File: config.mk
export PLATFORM = sky130hd
export DESIGN_NAME = muldiv_sequencer
export DESIGN_NICKNAME = d
export VERILOG_FILES = /design/src/rtl/muldiv_sequencer.sv
export SDC_FILE = /design/constraint.sdc
export NUM_CORES = 1
export LEC_CHECK = 0
export BUFFER_PORTS_ARGS = -buffer_cell sky130_fd_sc_hd__buf_2
export CAP_MARGIN = 0
export CORE_MARGIN = 2
export CORE_UTILIZATION = 55
export CTS_BUF_LIST = sky130_fd_sc_hd__clkbuf_16
export DETAILED_ROUTE_END_ITERATION = 8
export GPL_ROUTABILITY_DRIVEN = 0
export PLACE_DENSITY = 0.75
export SLEW_MARGIN = 20
export SYNTH_ARGS = -nofsm -noshare
export SYNTH_HDL_FRONTEND = slang
export SYNTH_SLANG_ARGS = --single-unit
File: constraint.sdc
create_clock -name clk -period 3.6 [get_ports clk]
set_input_delay 0.54 -clock clk [delete_from_list [all_inputs] [get_ports clk]]
set_output_delay 0.54 -clock clk [all_outputs]
set_load 0.005 [all_outputs]
File: src/rtl/muldiv_sequencer.sv
// muldiv_sequencer: iterative MUL / DIV / MOD unit for the execute stage.
// One shared datapath runs a shift-add multiply or a restoring divide over
// WIDTH cycles, holds the pipeline stalled meanwhile and pulses done once.
module muldiv_sequencer #(
  parameter int WIDTH       = 32,
  parameter int CNT_W       = 6,
  parameter int EXE_CMD_LEN = 4,
  parameter logic [EXE_CMD_LEN-1:0] OP_MUL = EXE_CMD_LEN'(10),
  parameter logic [EXE_CMD_LEN-1:0] OP_DIV = EXE_CMD_LEN'(11),
  parameter logic [EXE_CMD_LEN-1:0] OP_MOD = EXE_CMD_LEN'(12)
) (
  input  logic                   clk,
  input  logic                   rst,
  input  logic                   start,
  input  logic [EXE_CMD_LEN-1:0] exe_cmd,
  input  logic [WIDTH-1:0]       op_a,
  input  logic [WIDTH-1:0]       op_b,
  input  logic                   flush,
  output logic                   stall,
  output logic                   busy,
  output logic                   done,
  output logic [WIDTH-1:0]       result,
  output logic                   div_by_zero
);

  localparam logic [1:0] IDLE = 2'd0;
  localparam logic [1:0] RUN  = 2'd1;
  localparam logic [1:0] DONE = 2'd2;

  logic [1:0]             state;
  logic [EXE_CMD_LEN-1:0] cmd_q;
  logic [CNT_W-1:0]       cnt;
  // a_q: multiplicand / dividend shift register
  // b_q: multiplier shift register / divisor
  // acc_q: product accumulator / partial remainder
  logic [WIDTH-1:0]       a_q;
  logic [WIDTH-1:0]       b_q;
  logic [WIDTH-1:0]       acc_q;
  logic [WIDTH-1:0]       q_q;
  logic [WIDTH-1:0]       result_q;
  logic                   dbz_pend;
  logic                   dbz_q;

  logic                   accept;
  logic                   is_op;
  logic                   zero_div;
  logic                   last_iter;
  logic [WIDTH-1:0]       mul_acc_nxt;
  logic [WIDTH:0]         trial;
  logic [WIDTH+1:0]       diff;
  logic                   ge;
  logic [WIDTH-1:0]       rem_nxt;
  logic [WIDTH-1:0]       quot_nxt;
  logic [WIDTH-1:0]       sel;
  logic                   unused_diff_bit;

  // Accept decode and one iteration of the shared datapath.
  always_comb begin
    is_op     = (exe_cmd == OP_MUL) || (exe_cmd == OP_DIV) || (exe_cmd == OP_MOD);
    accept    = start && (state == IDLE) && is_op && !flush;
    zero_div  = ((exe_cmd == OP_DIV) || (exe_cmd == OP_MOD)) && (op_b == '0);
    last_iter = (cnt == CNT_W'(WIDTH - 1));

    mul_acc_nxt = acc_q + (b_q[0] ? a_q : '0);

    // The trial remainder keeps the bit shifted out of acc_q so divisors
    // above 2^(WIDTH-1) still compare correctly.
    trial    = {acc_q, a_q[WIDTH-1]};
    diff     = {1'b0, trial} - {2'b00, b_q};
    ge       = !diff[WIDTH+1];
    rem_nxt  = ge ? diff[WIDTH-1:0] : trial[WIDTH-1:0];
    quot_nxt = {q_q[WIDTH-2:0], ge};
    unused_diff_bit = diff[WIDTH];

    sel = (cmd_q == OP_DIV) ? q_q : acc_q;
  end

  // Sequencer state, operand latching and iteration registers.
  always_ff @(posedge clk or negedge rst) begin
    if (!rst) begin
      state    <= IDLE;
      cmd_q    <= '0;
      cnt      <= '0;
      a_q      <= '0;
      b_q      <= '0;
      acc_q    <= '0;
      q_q      <= '0;
      result_q <= '0;
      dbz_pend <= 1'b0;
      dbz_q    <= 1'b0;
    end else begin
      case (state)
        IDLE: begin
          if (accept) begin
            cmd_q <= exe_cmd;
            a_q   <= op_a;
            b_q   <= op_b;
            cnt   <= '0;
            dbz_q <= 1'b0;
            if (zero_div) begin
              // Zero divisor skips the iterations: quotient all-ones,
              // remainder is the dividend.
              state    <= DONE;
              q_q      <= '1;
              acc_q    <= op_a;
              dbz_pend <= 1'b1;
            end else begin
              state    <= RUN;
              q_q      <= '0;
              acc_q    <= '0;
              dbz_pend <= 1'b0;
            end
          end
        end
        RUN: begin
          if (flush) begin
            state <= IDLE;
          end else begin
            cnt <= cnt + CNT_W'(1);
            a_q <= a_q << 1;
            if (cmd_q == OP_MUL) begin
              acc_q <= mul_acc_nxt;
              b_q   <= b_q >> 1;
            end else begin
              acc_q <= rem_nxt;
              q_q   <= quot_nxt;
            end
            if (last_iter) state <= DONE;
          end
        end
        DONE: begin
          state <= IDLE;
          // The final value is shown combinationally during DONE and
          // captured here so it holds until the next accept.
          if (!flush) begin
            result_q <= sel;
            dbz_q    <= dbz_pend;
          end
        end
        default: state <= IDLE;
      endcase
    end
  end

  // Status outputs; result is live during the done cycle, held otherwise.
  always_comb begin
    busy        = (state != IDLE);
    stall       = accept || (state == RUN);
    done        = (state == DONE) && !flush;
    result      = done ? sel : result_q;
    div_by_zero = done ? dbz_pend : dbz_q;
  end

endmodule

== Word level (Yosys, flattened, before mapping) ==
Cells that the tools add are included.
Word-level totals
  flip-flop bits (word level): 174
  input port bits: 72
  output and inout bits: 36
  logic and storage cells: 85
Cells by class
  $add $sub $neg: 3
  equality and inequality tests: 14
  multiplexer cells: 34
  bitwise logic cells: 1
  reduce and logical (&&, ||, !) cells: 23
Operator list (count)
  $mux W32: 17
  $pmux W32 S2: 4
  $sub A33 B32 Y34: 1
  $add A32 B32 Y32: 1
  $logic_not A32 Y1: 1
  $eq A4 B4 Y1 const B: 5
  $mux W6: 2
  $pmux W6 S2: 1
  $ne A2 B2 Y1 const B: 5
  $mux W2: 4
  $reduce_and A4 Y1: 2
  $add A6 B1 Y6 const B: 1
  $eq A6 B5 Y1 const B: 1
  $reduce_and A2 Y1: 3
  $reduce_and A3 Y1: 2
  $reduce_bool A2 Y1: 3
  $logic_and A1 B1 Y1: 5
  $logic_or A1 B1 Y1: 4
  $mux W1: 4
  $pmux W2 S2: 1
  $ne A3 B3 Y1 const B: 1
  $eq A2 B1 Y1 const B: 1
  $eq A2 B2 Y1 const B: 1
  $logic_not A1 Y1: 2
  3 further kinds: 3

== Depth between registers and ports, before layout ==
Gate-level depths: netlist (run 1).
  depth after elaboration: 7
  mapped depth: 15
  depth with buffers taken out: 13

== Worst setup path after synthesis (run 1) ==
Ideal clock, no wire load.
  kind: register -> register
  start: register b_q[0]
  end: register acc_q[26]
  library setup time: 0.136 ns
  arrival time: 2.980 ns
  required time: 3.464 ns
  slack: 0.484 ns
  cell stages (with the launch flop): 14
  buffers on the path: 1
  period minus slack after synthesis: 3.116 ns
  cells stage by stage: dfrtp_1 > clkbuf_1 > and2_1 > fa_1 > a211oi_1 > o21bai_1 > a32o_1 > o31ai_1 > a31o_2 > o21a_4 > o31ai_2 > xor2_1 > a221oi_1 > o21ai_0
On the way
  longest elaborated chain between the ends: 5
  elaborated cells between the ends (all ways): 7
  classes of those cells: add/sub (2); mux (5)
RTL lines
  start: declaration: RTL line 37  | logic [WIDTH-1:0] b_q;
  start signal: assignment: RTL line 97  | b_q <= op_b;
  start signal: assignment: RTL line 123  | b_q <= b_q >> 1;
  $sub A33 B32 Y34 or $mux W32 (tied branches): RTL line 69, 64
  $mux W32 or $add A32 B32 Y32 (tied branches): RTL line 71, 64
  $mux W32 *: RTL line 121  | if (cmd_q == OP_MUL) begin
  $mux W32 *: RTL line 116  | if (flush) begin
  $pmux W32 S2 *: RTL line 92  | case (state)
  end signal: assignment: RTL line 105  | acc_q <= op_a;
  end signal: assignment: RTL line 122  | acc_q <= mul_acc_nxt;
  end signal: assignment: RTL line 125  | acc_q <= rem_nxt;
  end: declaration: RTL line 38  | logic [WIDTH-1:0] acc_q;
Mark *: on every way between the ends. The rest lies on a longest branch, timed or not. The select of a mux whose other input is x is not followed.
A chain may end at the register's enable or synchronous reset.

== Final worst setup path (run 1) ==
  start: register b_q[0]
  end: register acc_q[29]
Same word-level chain as after synthesis.

==> impl_metrics.tcl, run 1 <==
set metrics [dict create \
    synth_seq_cells 174 \
    timing.final.crit_share_pct 96.97 \
    netlist_area_um2 12030 \
    start_util_pct 55.64 \
    fin_skew_ps 12.54 \
    worstPathArrival_ps 3800 \
    finalMaxSlewViolations 0 \
    num_rows 54 \
    synth-edff-count 0 \
    synth_xor_area_share_pct 4.295 \
    r2r_cells 12 \
    max-cap-violations 0 \
    worst_setup_path_start_kind "flop" \
    syn_inst 1492 \
    synth-seq-area-share_pct 36.19 \
    finalNetCount 1712 \
    period_minus_slack_ps 3491 \
    path_clk_slew_ps 70 \
    diodes 0 \
    drt-total-wl_mm 35.68 \
    crit_chain "buf_4 > and2_1 > ha_1 > a21o_1 > a2111oi_4 > nor2_2 > a311oi_1 > o21ai_1 > a41oi_2 > xor2_1 > o22ai_1 > a311o_1" \
    synth_top_cell_by_area "dfrtp_1" \
    io_buffers 107 \
    synth_top_family_by_area "compound AO/OA/AOI/OAI gates" \
    die_w_um 151.9 \
    yosysUniqueCellTypes 71 \
    outcome "finished clean" \
    ir_drop_v 0.0004161 \
    end_kind "flop" \
    vias 11560 \
    clockRootBuffer "clkbuf_16" \
    die_area_um2 23070 \
    h-tree-depth 4 \
    cp.depth 12 \
    vias_per_cell 6.193 \
    leakagePower_nw 6.485 \
    relSlewSlack_pct 41.07 \
    setup_viol 0 \
    worst_path_max_delay_cell "a311oi_1" \
    layout_common_cells "a21oi_1 (202), nor2_1 (180), dfrtp_1 (174), nand2_1 (172), buf_2 (106)" \
    timing.fmax_mhz 286.5 \
    die_y_um 151.9 \
    place_area_um2 13010 \
    area_growth_pct 12.82 \
    grt_pass1_wl_mm 57.22 \
    wire_per_inst_um 19.12 \
    drt_pre_antenna_iters 6 \
    synth_nets 1631 \
    cts_sinks 174 \
    power.density_nw_per_um2 832.0 \
    synth_compound_area_share_pct 25.07 \
    synth_area_leaders "dfrtp_1 (36%), a21oi_1 (8.4%), ha_1 (6.8%)" \
    cp_num_buf_inv 1 \
    worst_slew_pin_slew_ps 884.0 \
    antenna_found_initial 0 \
    critPathMaxStageDelay_ps 470 \
    tritoncts "built" \
    grt_pass1_vias 11240 \
    syn_area_per_cell_um2 8.063 \
    ant_nets 0 \
    coreArea_um2 21620 \
    rsz0062_at_grt "false" \
    worstHoldPathType "input pin to async pin" \
    post_cts_buffers 0 \
    path_max_fanout 27 \
    ctsHoldBuffers 0 \
    synth.area.mux_share_pct 3.255 \
    fin_area_um2 13570 \
    cts_buffers 17 \
    ctsResizeCount 0 \
    synthAdderAreaFrac_pct 7.093 \
    grt_max_degree 78 \
    yosys_warnings 0 \
    ys.flop_type "dfrtp_1" \
    async_flop_share_pct 100.0 \
    clk_path_buf_depth 2 \
    fin_setup_tns_ps 0 \
    track_usage_pct 30.62 \
    worst_ep_required_time_ps 3910 \
    hold_viol 0 \
    final_common_cell "a21oi_1" \
    ios 108 \
    critPathKind "flop to flop" \
    dp_hpwl_mm 26.34 \
    drtIter0Drc 1054 \
    drive_gt1_share_pct 13.37 \
    synth_top_area_share_pct 36.19 \
    grt_overflow 0 \
    synth-simple-area-share_pct 19.90 \
    path_delay_family "compound AO/OA/AOI/OAI gates" \
    clk_latency_ps 440 \
    drc 0 \
]
-- layout make-up --
type	count	area (um^2)
clock buffer	17	425.4
clock inverter	15	132.6
fill	1898	8048
inverter	38	142.6
multi-input combinational	1188	7236
sequential	174	4354
tap	280	350.3
timing repair buffer	154	932.1
-- flip-flops by register name, indices dropped and copies added (netlist names), 2 cells and up --
signal	cells
a_q	32
acc_q	32
b_q	32
q_q	32
result_q	32
cnt	6
cmd_q	4
state	2
-- per-stage QoR --
step / setup slack [ps] / cells / hold slack, ps / total power [mW] / util, %
floorplan: 484.3 / 1492 / 244.4 / 7.661 / -
global route: 13.11 / 1866 / 171.9 / 12.10 / 62.78
global placement: 261.2 / 1834 / 454.5 / 9.222 / 60.17
finish: 109.1 / 1866 / 116.4 / 11.29 / 62.78
detailed placement: 177.4 / 1834 / 470.8 / 9.359 / 60.17
CTS: 152.4 / 1866 / 151.5 / 11.19 / 62.75
-- path summary, 6_finish.rpt --
check | slack, ps | start | to
hold reg to reg | 480 | cmd_q[3] | cmd_q[3]
setup reg to reg | 110 | b_q[0] | acc_q[29]
setup / recovery | 110 | b_q[0] | acc_q[29]
min in group clk | 310 | exe_cmd[2] | cmd_q[1]
max in group asynchronous | 2640 | rst | a_q[2]
hold / removal | 120 | rst | result_q[26]
-- synth_stat cells, types with 37 or more instances --
library cell / count
o21ai_0: 97
inv_1: 38
nor2_1: 183
nand2_1: 174
a21oi_1: 203
ha_1: 65
mux2i_1: 38
clkbuf_1: 76
a31oi_1: 50
and2_1: 37
dfrtp_1: 174
-- cells by family (layout without fill, tap and decap cells) --
| family | Yosys count | after routing |
|---|---|---|
| buf+inv | 130 | 224 |
| compound gates | 495 | 495 |
| flops | 174 | 174 |
| simple gates | 528 | 528 |
| fa+ha+maj | 67 | 67 |
| mux | 39 | 39 |
| xor+xnor | 59 | 59 |
-- where the power goes --
part,internal [mW],leakage [nW],switching (mW)
Combinational,2.66,4.10,3.75
Clock,0.910,0.272,0.890
Sequential,2.53,2.11,0.548
-- per-layer routing --
metal	share of wire, %	vias up	GRT usage (%)
li1	-	5495	-
met1	40	5430	38.28
met2	48	520	51.37
met3	6.9	112	5.277
met4	5.4	0	15.22
met5	0	-	0
Power figures use the tool's default switching activity.
==> inputs of run 2 (changes only) <==
--- a/config.mk
+++ b/config.mk
@@ -7,12 +7,14 @@
 export LEC_CHECK = 0
 export BUFFER_PORTS_ARGS = -buffer_cell sky130_fd_sc_hd__buf_2
 export CAP_MARGIN = 0
+export CELL_PAD_IN_SITES_DETAIL_PLACEMENT = 1
+export CELL_PAD_IN_SITES_GLOBAL_PLACEMENT = 1
 export CORE_MARGIN = 2
-export CORE_UTILIZATION = 55
+export CORE_UTILIZATION = 46
 export CTS_BUF_LIST = sky130_fd_sc_hd__clkbuf_16
 export DETAILED_ROUTE_END_ITERATION = 8
 export GPL_ROUTABILITY_DRIVEN = 0
-export PLACE_DENSITY = 0.75
+export PLACE_DENSITY_LB_ADDON = 0.1
 export SLEW_MARGIN = 20
 export SYNTH_ARGS = -nofsm -noshare
 export SYNTH_HDL_FRONTEND = slang
==> impl_metrics.tcl, run 2 (same netlist as run 1, synthesis figures left out) <==
set metrics [dict create \
    end_kind "flop" \
    drc 0 \
    drive_gt1_share_pct 14.42 \
    setup_viol 0 \
    clk_latency_ps 450 \
    leakagePower_nw 6.559 \
    endpoint "acc_q[26]" \
    h-tree-depth 4 \
    ios 108 \
    reg2reg_slack_ps 140 \
    final_common_cell "a21oi_1" \
    worst_ep_required_time_ps 3910 \
    max-cap-violations 0 \
    r2r_start "b_q[0]" \
    timing.final.crit_share_pct 96.03 \
    ant_nets 0 \
    drt-total-wl_mm 41.36 \
    clk_path_buf_depth 2 \
    r2r_cells 13 \
    num-fill-cells 3204 \
    ctsHoldBuffers 0 \
    fin_setup_tns_ps 0 \
    start_util_pct 46.56 \
    tritoncts "built" \
    relSlewSlack_pct 27.80 \
    num_rows 59 \
    wire_per_inst_um 21.43 \
    area_growth_pct 14.55 \
    clkPwrFrac_pct 16.9 \
    grt_pass1_vias 12100 \
    grt.met2_usage_pct 53.51 \
    r2r_end "acc_q[26]" \
    grt_max_degree 95 \
    setup_slack_ps 143.1 \
    cts_sinks 174 \
    place_ws_ps 139.7 \
    grt_use_met1_pct 38.15 \
    grt_pass1_wl_mm 66.40 \
    internal_power_mw 6.271 \
    drtIter0Drc 726 \
    path_clk_slew_ps 80 \
    outcome "finished clean" \
    swShare_pct 46.83 \
    grt_overflow 0 \
    die_w_um 165.7 \
    coreArea_um2 25840 \
    worstHoldPathType "input pin to async pin" \
    grt-busiest-layer "met2" \
    power.density_nw_per_um2 855.8 \
    die_area_um2 27460 \
    path_max_fanout 6 \
    fin_skew_ps 18.67 \
    layout_common_cells "a21oi_1 (202), nor2_1 (180), dfrtp_1 (174), nand2_1 (172), buf_2 (106)" \
    antenna_found_initial 0 \
    ir_drop_v 0.0003731 \
    drt_pre_antenna_iters 5 \
    dp_hpwl_mm 30.58 \
    switchingPower_mw 5.522 \
    cts_buffers 17 \
    clockRootBuffer "clkbuf_16" \
    diodes 0 \
    worstPathArrival_ps 3770 \
    worst_setup_path_start_kind "flop" \
    worst_slew_pin_slew_ps 1082 \
    period_minus_slack_ps 3457 \
    finalMaxSlewViolations 0 \
    track_usage_pct 30.33 \
    die_y_um 165.7 \
    vias 11680 \
    io_buffers 107 \
    vias_per_cell 6.051 \
    timing.fmax_mhz 289.3 \
    met3_usage_pct 2.700 \
    finalNetCount 1721 \
    hold_viol 0 \
    critPathLaunch "b_q[0]" \
    critPathKind "flop to flop" \
    comb_power_share_pct 56.7 \
    p_seq_share_pct 26.4 \
]
## run 2: changes by cell type in the layout (fill, tap and decap cells not counted), sizes merged
| cell | previous run | this run |
|---|---|---|
| clkinv | 3 | 5 |
| clkinvlp | 3 | 1 |
| bufinv | 0 | 1 |
| inv | 47 | 46 |
| buf | 154 | 163 |
## run 2: final cells by class
type | count | area [um^2] | area share [%]
Inverter | 38 | 142.6 | 1.035
Tap cell | 335 | 419.2 | 3.042
Multi-Input combinational cell | 1188 | 7268 | 52.74
Clock inverter | 15 | 196.4 | 1.425
Clock buffer | 17 | 425.4 | 3.087
Sequential cell | 174 | 4354 | 31.60
Timing Repair Buffer | 163 | 974.7 | 7.073
## run 2: worst min-delay path by stage
stage | start | endpoint | slack (ps) | cells after the start
2_1_floorplan | rst | a_q[0] | 240 | 0
4_1_cts | rst | q_q[26] | 240 | 1
5_1_grt | rst | result_q[26] | 270 | 1
3_5_place_dp | cmd_q[3] | cmd_q[3] | 460 | 1
3_3_place_gp | cmd_q[3] | cmd_q[3] | 450 | 1
6_report | rst | result_q[25] | 170 | 1
## run 2: power by group through the flow
stage               combinational, mW  clock (mW)  sequential [mW]
floorplan                        4.72           0             2.94
global placement                 6.35           0             3.13
detailed placement               6.52           0             3.15
CTS                              6.60        2.02             3.11
global route                     7.40        2.08             3.18
finish                           6.69        1.99             3.11
## run 2: through the flow
stage	area (um^2)	power, mW	cells	utilization, %	hold slack [ps]
after global placement	13110	9.478	1897	50.76	450.5
after CTS	13740	11.73	1929	53.16	237.6
after detailed placement	13110	9.672	1897	50.76	461.7
final	13780	11.79	1930	53.34	167.5
after floorplan	12030	7.661	1492	-	244.4
after global routing	13780	12.67	1930	53.34	273.5
## run 2: layer usage
metal | vias to the layer above | wire (um) | share of wire, %
li1 | 5513 | - | -
met1 | 5808 | 17560 | 42
met2 | 273 | 20880 | 50
met3 | 84 | 1214 | 2.9
met4 | 0 | 1707 | 4.1
met5 | - | 0 | 0
## run 2: critical path, stage by stage (launching register included)
cell	delay [ps]
dfrtp_1	450
and2_1	190
ha_1	210
fa_1	420
a211oi_1	310
o21bai_2	150
a32o_1	300
o31ai_2	210
a31o_2	260
o21a_4	170
o31ai_2	90
xor2_1	170
a221oi_1	280
o21ai_0	130
## run 2: repair_timing
action | CTS | global route
resized for setup | 0 | 9
setup buffers | 0 | 1
endpoints found under the setup margin | 0 | 7
==> inputs of run 3 (changes only) <==
--- a/config.mk
+++ b/config.mk
@@ -5,12 +5,13 @@
 export SDC_FILE = /design/constraint.sdc
 export NUM_CORES = 1
 export LEC_CHECK = 0
+export ABC_AREA = 1
 export BUFFER_PORTS_ARGS = -buffer_cell sky130_fd_sc_hd__buf_2
 export CAP_MARGIN = 0
 export CELL_PAD_IN_SITES_DETAIL_PLACEMENT = 1
 export CELL_PAD_IN_SITES_GLOBAL_PLACEMENT = 1
 export CORE_MARGIN = 2
-export CORE_UTILIZATION = 46
+export CORE_UTILIZATION = 44
 export CTS_BUF_LIST = sky130_fd_sc_hd__clkbuf_16
 export DETAILED_ROUTE_END_ITERATION = 8
 export GPL_ROUTABILITY_DRIVEN = 0
==> impl_metrics.tcl, run 3 <==
set metrics [dict create \
    synth_top_area_share_pct 32.29 \
    async_flop_share_pct 100.0 \
    num_rows 64 \
    io_buffers 107 \
    die_y_um 179.1 \
    yosysUniqueCellTypes 50 \
    grt_pass1_wl_mm 83.35 \
    finalNetCount 2263 \
    timing.fmax_mhz 311.5 \
    clk_path_buf_depth 2 \
    area_growth_pct 11.34 \
    grt_max_degree 70 \
    place_ws_ps 497.8 \
    path_max_fanout 23 \
    ys.flop_type "dfrtp_1" \
    h-tree-depth 4 \
    worstPathArrival_ps 3590 \
    period_minus_slack_ps 3210 \
    drtIter0Drc 941 \
    vias_per_cell 5.743 \
    tritoncts "built" \
    yosys.cell_count.top_type "nand2_1" \
    post_cts_buffers 0 \
    worst_ep_required_time_ps 3980 \
    relSlewSlack_pct 39.84 \
    die_w_um 179.1 \
    antenna_found_initial 1 \
    drc 0 \
    grt_pass1_vias 14690 \
    max-cap-violations 0 \
    drive_gt1_share_pct 10.62 \
    start_util_pct 44.43 \
    worst_setup_path_start_kind "flop" \
    leakagePower_nw 8.007 \
    fin_skew_ps 11.94 \
    diodes 0 \
    path_clk_slew_ps 80 \
    track_usage_pct 34.35 \
    synth_area_leaders "dfrtp_1 (32%), nand2_1 (17%), inv_1 (7.8%)" \
    cts_sinks 174 \
    synth-seq-area-share_pct 32.29 \
    clockRootBuffer "clkbuf_16" \
    die_area_um2 32060 \
    clk_latency_ps 460 \
    drt-total-wl_mm 53.75 \
    ctsResizeCount 0 \
    vias 14550 \
    ant_nets 0 \
    num-fill-cells 4103 \
    synth_commonest_cells "nand2_1 (616), inv_1 (281), dfrtp_1 (174)" \
    synth_nets 2186 \
    end_kind "flop" \
    dp_hpwl_mm 42.37 \
    synth-edff-count 0 \
    ir_drop_v 0.0003821 \
    fin_setup_tns_ps 0 \
    ctsHoldBuffers 0 \
    layout_common_cells "nand2_1 (614), inv_1 (281), dfrtp_1 (174), nand3_1 (172), nor2_1 (151)" \
    setup_slack_ps 389.9 \
    critPathKind "flop to flop" \
    wire_per_inst_um 21.22 \
    rsz0062_at_grt "false" \
    drt_pre_antenna_iters 5 \
    yosys_warnings 0 \
    syn_area_per_cell_um2 6.587 \
    worst_slew_pin_slew_ps 901.1 \
    ios 108 \
    cts_buffers 17 \
    setup_viol 0 \
    power.density_nw_per_um2 852.7 \
    final_common_cell "nand2_1" \
    worstHoldPathType "input pin to async pin" \
    synth_top_cell_by_area "dfrtp_1" \
    finalMaxSlewViolations 0 \
    syn_inst 2047 \
    coreArea_um2 30350 \
    netlist_area_um2 13480 \
    grt_overflow 0 \
    synth_seq_cells 174 \
    timing.final.crit_share_pct 89.17 \
    outcome "finished clean" \
    hold_viol 0 \
]
run 3: critical path: stages, from the launching register on:
cell      delay (ps)
dfrtp_1          830
nand2_1          120
inv_1             90
ha_1             220
fa_1             270
nand2_1           60
o21ai_0          400
nand2_1          100
nand2_1          130
nand3_1          150
nand2_1          160
nand2_1          100
nand3b_1         100
nand3_1          110
nand2_1           90
nand2_1           50
a21oi_1          140
run 3: layout make-up:
| type | instances | area (um^2) | area share (%) |
|---|---|---|---|
| Clock inverter | 15 | 153.9 | 1.025 |
| Timing Repair Buffer | 140 | 804.5 | 5.359 |
| Sequential cell | 174 | 4354 | 29.00 |
| Clock buffer | 17 | 425.4 | 2.834 |
| Inverter | 293 | 1102 | 7.343 |
| Tap cell | 396 | 495.5 | 3.301 |
| Multi-Input combinational cell | 1498 | 7676 | 51.13 |
run 3: worst paths after layout:
path | endpoint | slack [ps] | from | cells after the start
max in group asynchronous | q_q[4] | 2640 | rst | 2
min in group clk | a_q[24] | 340 | op_a[24] | 3
worst max-delay path | acc_q[22] | 390 | b_q[0] | 16
worst max register to register | acc_q[22] | 390 | b_q[0] | 16
worst min register to register | result_q[21] | 470 | result_q[21] | 2
worst min-delay path | b_q[15] | 90 | rst | 1
run 3: layer usage:
metal / wire (um) / global-route usage [%]
met1: 23210 / 45.40
met2: 24930 / 56.09
met3: 3514 / 5.216
met4: 2088 / 14.19
met5: 7 / 0
run 3: logic make-up (layout without fill, tap and decap cells):
| kind of cell | after synthesis | count (layout) | synth area share, % |
|---|---|---|---|
| flops | 174 | 174 | 32.29 |
| simple gates | 1026 | 1026 | 32.41 |
| fa+ha+maj | 67 | 67 | 6.329 |
| xor+xnor | 22 | 22 | 1.429 |
| compound gates | 383 | 383 | 16.59 |
| buf+inv | 375 | 465 | 10.94 |
run 3: where the power goes:
group / switching, mW / internal (mW)
sequential: 0.569 / 2.54
clock: 0.932 / 0.977
combinational: 5.31 / 2.47
total: 6.81 / 5.99
run 3: per-stage QoR:
| stage | util (%) | area, um^2 | power, mW | hold WS (ps) | instances |
|---|---|---|---|---|---|
| 3_5_place_dp | 47.56 | 14430 | 10.69 | 458.9 | 2501 |
| 4_1_cts | 49.46 | 15010 | 12.68 | 105.3 | 2533 |
| 6_report | 49.46 | 15010 | 12.80 | 90.05 | 2533 |
| 2_1_floorplan | - | 13480 | 8.204 | 244.4 | 2047 |
| 3_3_place_gp | 47.56 | 14430 | 10.48 | 454.2 | 2501 |
| 5_1_grt | 49.46 | 15010 | 13.78 | 139.0 | 2533 |
